--- src/rtl/inferencia_it2.sv ---
// Interval type-2 inference over a 3x3 rule base, one rule per clock.
// A frame snapshots the 12 input degrees, folds nine min/max rules into three consequents, then publishes them.
module inferencia_it2 #(
  parameter int W = 8
) (
  input  logic         clk,
  input  logic         rst,
  input  logic         EN_SCLK,
  input  logic [W-1:0] A1_UP,
  input  logic [W-1:0] A2_UP,
  input  logic [W-1:0] A3_UP,
  input  logic [W-1:0] A1_LOW,
  input  logic [W-1:0] A2_LOW,
  input  logic [W-1:0] A3_LOW,
  input  logic [W-1:0] B1_UP,
  input  logic [W-1:0] B2_UP,
  input  logic [W-1:0] B3_UP,
  input  logic [W-1:0] B1_LOW,
  input  logic [W-1:0] B2_LOW,
  input  logic [W-1:0] B3_LOW,
  output logic [W-1:0] FOU_1_UP,
  output logic [W-1:0] FOU_2_UP,
  output logic [W-1:0] FOU_3_UP,
  output logic [W-1:0] FOU_1_LOW,
  output logic [W-1:0] FOU_2_LOW,
  output logic [W-1:0] FOU_3_LOW,
  output logic         busy,
  output logic         valid
);

  typedef enum logic [1:0] {IDLE, EVAL, DONE} state_t;

  state_t state, state_nxt;
  logic [3:0] rule_idx;
  logic       start;

  logic [2:0][W-1:0] a_up, a_low, b_up, b_low;
  logic [2:0][W-1:0] acc_up, acc_low;
  logic [2:0][W-1:0] fou_up, fou_low;

  logic [1:0] i_sel, j_sel, k_sel;
  logic [2:0] s_sum;
  logic [W-1:0] rule_up, rule_lo_raw, rule_lo;

  assign start = (state == IDLE) && EN_SCLK;
  assign busy  = (state != IDLE);

  // NOTE: sequential state uses non-blocking assignments so every register samples pre-edge values.
  always_ff @(posedge clk or posedge rst) begin
    if (rst) state <= IDLE;
    else     state <= state_nxt;
  end

  // NOTE: the default assignment first keeps this block purely combinational (no latch inferred).
  always_comb begin
    state_nxt = state;
    unique case (state)
      IDLE:    if (EN_SCLK) state_nxt = EVAL;
      EVAL:    if (rule_idx == 4'd8) state_nxt = DONE;
      DONE:    state_nxt = IDLE;
      default: state_nxt = IDLE;
    endcase
  end

  // NOTE: the snapshot has no reset; it is always overwritten at the trigger edge before any rule reads it.
  always_ff @(posedge clk) begin
    if (start) begin
      a_up  <= {A3_UP,  A2_UP,  A1_UP};
      a_low <= {A3_LOW, A2_LOW, A1_LOW};
      b_up  <= {B3_UP,  B2_UP,  B1_UP};
      b_low <= {B3_LOW, B2_LOW, B1_LOW};
    end
  end

  // Rule r maps to A set i = r/3 and B set j = r%3.
  always_comb begin
    i_sel = 2'd0;
    j_sel = 2'd0;
    case (rule_idx)
      4'd1:    j_sel = 2'd1;
      4'd2:    j_sel = 2'd2;
      4'd3:    i_sel = 2'd1;
      4'd4:    begin i_sel = 2'd1; j_sel = 2'd1; end
      4'd5:    begin i_sel = 2'd1; j_sel = 2'd2; end
      4'd6:    i_sel = 2'd2;
      4'd7:    begin i_sel = 2'd2; j_sel = 2'd1; end
      4'd8:    begin i_sel = 2'd2; j_sel = 2'd2; end
      default: ;
    endcase
  end

  always_comb begin
    s_sum       = {1'b0, i_sel} + {1'b0, j_sel};
    k_sel       = (s_sum <= 3'd1) ? 2'd0 : (s_sum == 3'd2) ? 2'd1 : 2'd2;
    rule_up     = (a_up[i_sel]  < b_up[j_sel])  ? a_up[i_sel]  : b_up[j_sel];
    rule_lo_raw = (a_low[i_sel] < b_low[j_sel]) ? a_low[i_sel] : b_low[j_sel];
    // Malformed inputs (lower above upper) are clamped so the interval stays ordered.
    rule_lo     = (rule_lo_raw > rule_up) ? rule_up : rule_lo_raw;
  end

  always_ff @(posedge clk or posedge rst) begin
    if (rst) begin
      rule_idx <= 4'd0;
      acc_up   <= '0;
      acc_low  <= '0;
      fou_up   <= '0;
      fou_low  <= '0;
      valid    <= 1'b0;
    end else begin
      valid <= 1'b0;
      unique case (state)
        IDLE: begin
          if (EN_SCLK) begin
            rule_idx <= 4'd0;
            acc_up   <= '0;
            acc_low  <= '0;
          end
        end
        EVAL: begin
          if (rule_up > acc_up[k_sel]) acc_up[k_sel]  <= rule_up;
          if (rule_lo > acc_low[k_sel]) acc_low[k_sel] <= rule_lo;
          if (rule_idx != 4'd8) rule_idx <= rule_idx + 4'd1;
        end
        DONE: begin
          fou_up  <= acc_up;
          fou_low <= acc_low;
          valid   <= 1'b1;
        end
        default: ;
      endcase
    end
  end

  assign {FOU_3_UP,  FOU_2_UP,  FOU_1_UP}  = fou_up;
  assign {FOU_3_LOW, FOU_2_LOW, FOU_1_LOW} = fou_low;

endmodule
--- config.mk ---
export PLATFORM = sky130hd
export DESIGN_NAME = inferencia_it2
export DESIGN_NICKNAME = d
export VERILOG_FILES = /design/src/rtl/inferencia_it2.sv
export SDC_FILE = /design/constraint.sdc
export NUM_CORES = 1
export LEC_CHECK = 0
export BUFFER_PORTS_ARGS = -buffer_cell sky130_fd_sc_hd__buf_2
export CAP_MARGIN = 20
export CORE_ASPECT_RATIO = 1.2
export CORE_MARGIN = 1.5
export CORE_UTILIZATION = 40
export DETAILED_ROUTE_END_ITERATION = 6
export PLACE_DENSITY = 0.69
export SYNTH_ARGS = -nofsm -noshare
export SYNTH_HDL_FRONTEND = slang
export SYNTH_SLANG_ARGS = --single-unit
--- constraint.sdc ---
create_clock -name clk -period 8.25 [get_ports clk]
set_clock_uncertainty 0.15 [all_clocks]
set_input_delay 0.825 -clock clk [delete_from_list [all_inputs] [get_ports clk]]
set_output_delay 0.825 -clock clk [all_outputs]
set_load 0.02 [all_outputs]
---- Word level (Yosys, flattened, before mapping) ----
Cells that the tools add are included.
operators by class
  eq/ne operators ......................... 17
  reductions and logical operators ........ 13
  mux-type cells .......................... 35
  $lt $le $gt $ge ......................... 10
  $add $sub $neg .......................... 2
operators by type and width
  cell                                                                           count
  8-bit binary-select mux with 2-bit select                                      6
  24-bit case mux with 2 select lines                                            2
  8-bit 2-to-1 mux                                                               10
  24-bit 2-to-1 mux                                                              3
  24-bit bitwise mux                                                             2
  8-bit greater-than comparator                                                  3
  8-bit demux with 2-bit select                                                  1
  4-bit by 3-bit == test with 1-bit output (second input constant)               4
  8-bit less-than comparator                                                     2
  2-bit case mux with 2 select lines                                             3
  3-bit OR reduction                                                             4
  2-bit != test (second input constant)                                          5
  2-bit by 3-bit less-than comparator with 1-bit output (second input constant)  3
  3-bit AND reduction                                                            3
  4-bit by 2-bit == test with 1-bit output (second input constant)               2
  2-bit 2-to-1 mux                                                               4
  4-bit 2-to-1 mux                                                               2
  4-bit case mux with 2 select lines                                             1
  4-bit by 1-bit adder with 4-bit output (second input constant)                 1
  4-bit by 1-bit == test with 1-bit output (second input constant)               1
  4-bit == test (second input constant)                                          1
  4-bit != test (second input constant)                                          1
  2-bit nonzero test                                                             2
  2-bit by 2-bit adder with 3-bit output                                         1
  9 further kinds                                                                10
word-level totals
  word-level logic and storage cells ...... 104
  flip-flop bits (word level) ............. 199
  output and inout port bits .............. 50
  input port bits ......................... 99

---- Longest topological paths before layout ----
  depth in word-level cells ............... 14
  mapped depth ............................ 33
  gate-level depth less buffers ........... 30

---- Least setup slack after synthesis ----
Ideal clock, no wire load.
  kind .................................... reg-to-reg
  start point ............................. register rule_idx[0]
  end point ............................... register acc_low[20] in the netlist's numbering
  period minus slack after synthesis ...... 7.445 ns
  buffers on the path ..................... 3
  stages on the path, launching flop included .. 32
  required time ........................... 7.974 ns
  setup slack ............................. 0.805 ns
  library setup time ...................... 0.126 ns
  arrival ................................. 7.169 ns
  cells stage by stage .................... dfrtp_1 > inv_1 > ha_1 > nor3b_1 > nor2_2 > buf_2 > mux2_2 > a22oi_1 > inv_1 > ha_1 > a21oi_1 > o21bai_1 > a211o_1 > a2111oi_2 > and2_1 > a211o_1 > inv_1 > ha_1 > nand4_1 > a21oi_1 > o22a_1 > clkbuf_1 > clkbuf_1 > mux2_2 > ha_1 > nand3_1 > nor2_1 > a31oi_1 > a21oi_1 > o21bai_1 > and2_1 > a221o_1
on the way
  word-level cells in the longest chain between the ends .. 14
  elaborated cells on any way between the ends .. 46
  those cells by class .................... 1 x add/sub; 7 x order compare; 10 x eq/ne; 22 x mux; 6 x reduce/logical
ends and longest elaborated chain
  item                                                                 RTL line  text
  start, declared                                                      34        logic [3:0] rule_idx;
  start signal, assigned                                               122       if (rule_idx != 4'd8) rule_idx <= rule_idx + 4'd1;
  branches (longest 14 deep; another with 8-bit less-than comparator)  n/a
  end signal, assigned                                                 105       acc_low <= '0;
  end signal, assigned                                                 116       acc_low <= '0;
  end, declared                                                        38        logic [2:0][W-1:0] acc_up, acc_low;
Several ways; the timed one is not identified. The select of a mux whose other input is x is not followed.
A chain may end at the register's enable or synchronous reset.

---- Final worst setup path ----
  start point ............................. register rule_idx[0]
  end point ............................... register acc_low[22] in the netlist's numbering
The elaborated chain is that of the path after synthesis.

==> results.ini <==
[floorplanning]
dieArea_um2=24800
initial_utilization=0.410
rows=61
die_h_um=172
core-area_um2=23300
die_x_um=144
io_pins=149

[clocking]
root_buffer=clkbuf_16
cts_tree=built
clock_sinks=199
clock_latency_ns=0.44
post-cts-setup-buffers=0
cts_buffer_depth=2
numCtsBuffers=17
htree_levels=4
clk_pin_slew_ns=0.07

[global_route]
grt_max_degree=74
antenna_found_initial=0
grt_overflow=0
grt_pass1_vias=6632
met1_usage=0.237
use_met3=0.0310
grt_pass1_wl_um=35100
grtUsageMet2=0.321
grt_busiest_layer=met2
grt.total_usage=0.185

[synth]
synth_cell_types=61
syn-cell-area_um2=9540
yosys_warnings=0
yosysSeqAreaShare=0.572
synth_flop_cell=dfrtp_1
synth_area_per_cell_um2=12.5
yosysTopAreaCell=edfxtp_1
synth_edf_count=96
synth.area.top_cells=edfxtp_1 (30%), dfrtp_1 (27%), mux2_2 (7.1%)
syn_inst=766
syn_nets=908
synth_top_area_frac=0.302
synth_seq_cells=199
synthArstFlopShare=0.518

[setup_path]
critPathLaunch=rule_idx[0]
cp_slowest_stage_delay_ns=0.56
worst_setup_path_end_kind=flip-flop
path_max_fanout=18
required_ns=8.42
crit_slowest_cell=a211oi_2
crit_type=reg2reg
crit_arrival_ns=7.79
start_kind=flip-flop
r2r_start=rule_idx[0]

[route]
drtIter0Drc=509
vias_per_cell=5.32
drtPass1Iterations=5
ant_nets=0
vias=6622
routedWlPerCell_um=17.6
drc=0
routed_wl_um=21800

[placement]
gp_congestion=0.860
dp_hpwl_um=16000
io_buffer_count=148

[sta]
finalHoldViolCount=0
worst_pin_slew_ns=0.889
relSlewSlack=0.406
fin_crit_ns=7.62
setup_viol_count_final=0
whs_ns=0.270
slew_viol_final=0
finalCritPeriodShare=0.924
setup-tns-final_ns=0
fmax_ghz=0.131
rsz0062_at_grt=false

[finish]
final_common_cell=buf_2
drive_gt1_frac=0.302
regArea_um2=5460
fill_cells=2086
num_antenna_cells=0
multi_input_area_um2=3840
layout-area-overhead-vs-synth_pct=18.1
final_cell_mix=buf_2 (148), dfrtp_1 (103), edfxtp_1 (96)
layout.nets=1058

[run_status]
outcome=complete, no violations

[min_path]
min_path_type=in2async

[run]
cap_violations=0

per-stage QoR:
stage / cells / utilization / area [µm²] / worst slack (ns)
after floorplan: 766 / - / 9540 / 0.805
after global placement: 1211 / 0.458 / 10700 / 0.607
after detailed placement: 1211 / 0.458 / 10700 / 0.412
after CTS: 1243 / 0.483 / 11200 / 0.373
after global routing: 1244 / 0.484 / 11300 / 0.0508
final: 1244 / 0.484 / 11300 / 0.629
flip-flops by register name (all words and copies together), names as in the netlist:
register	flops
FOU_3_UP	8
b_low	24
FOU_2_UP	8
b_up	24
acc_up	24
acc_low	24
state	2
valid	1
FOU_1_UP	8
FOU_2_LOW	8
a_low	24
a_up	24
FOU_3_LOW	8
FOU_1_LOW	8
rule_idx	4
layout make-up:
| cell class | instances | share of cell area |
|---|---|---|
| well taps | 315 | 0.0350 |
| flip-flops and latches | 199 | 0.485 |
| inverters | 36 | 0.0122 |
| multi-input cells | 499 | 0.341 |
| clock inverters | 11 | 0.0102 |
| repair buffers | 163 | 0.0764 |
| clock buffers | 21 | 0.0410 |
routing by layer:
layer	share of wire	up-vias	wire, µm
li1	-	3162	-
met1	0.44	3241	9580
met2	0.51	196	11200
met3	0.038	23	828
met4	0.012	0	269
met5	0	-	0
critical path, delay by kind of cell (launching register included):
kind | cells | cell delay [ns]
simple gates | 6 | 1.09
mux | 2 | 0.68
fa+ha+maj | 4 | 1.32
buf+inv | 4 | 0.68
compound gates | 13 | 3.14
flops | 1 | 0.42
synth_stat cells (2+ instances only):
cell       instances
nor3_1             4
nor2_1            17
mux2_2            60
a22oi_1            5
nor2b_1            6
edfxtp_1          96
nand2_1           84
buf_2              7
or3b_2             2
nand3_1            8
dfrtp_1          103
o21bai_1           4
and2_1            18
inv_2              5
o21a_1             3
a2bb2oi_1          7
a21oi_2            2
a21oi_1           41
nor3b_1            2
o2111ai_1          2
o21ai_1            2
o221ai_1          16
a221o_1            9
nand4_1            6
a22o_1            28
buf_1              7
mux2i_2            2
mux2i_1           33
a211oi_2           3
nand2b_1           7
ha_1              42
clkbuf_1          18
a21o_1             9
or2_2              2
o22ai_1            5
a211o_1            6
inv_1             31
o21ai_0           32
nor4_1             5
a31oi_1            2
o2bb2ai_1          5
worst paths after layout:
kind / endpoint / slack (ns) / cells after the start
min in group clk: FOU_1_UP[6] / 0.35 / 1
max: acc_low[22] / 0.63 / 29
max in group asynchronous: FOU_1_LOW[7] / 6.53 / 3
min reg2reg: FOU_1_UP[6] / 0.35 / 1
max reg2reg: acc_low[22] / 0.63 / 29
min: FOU_1_UP[1] / 0.27 / 2
repair_timing:
item                                    in CTS  in global routing
endpoints found under the setup margin       0                 24
gates resized for setup                      0                  3
hold endpoints to repair                     0                  0
hold buffers                                 0                  0
cell families (layout without fill, tap and decap cells):
kind of cell,Yosys count,count (layout),synth area share
buffers and inverters,68,231,0.0277
adders and majority gates,43,43,0.0572
muxes,96,96,0.110
and+or+nand+nor,169,169,0.0847
AOI/OAI and AO/OA,190,190,0.148
DFF,199,199,0.572
xor gates and xnor gates,1,1,0.000918
Power is left out: the tool's default activity adds up to more than one toggle a clock period on the data nets, which glitch-free logic cannot reach.
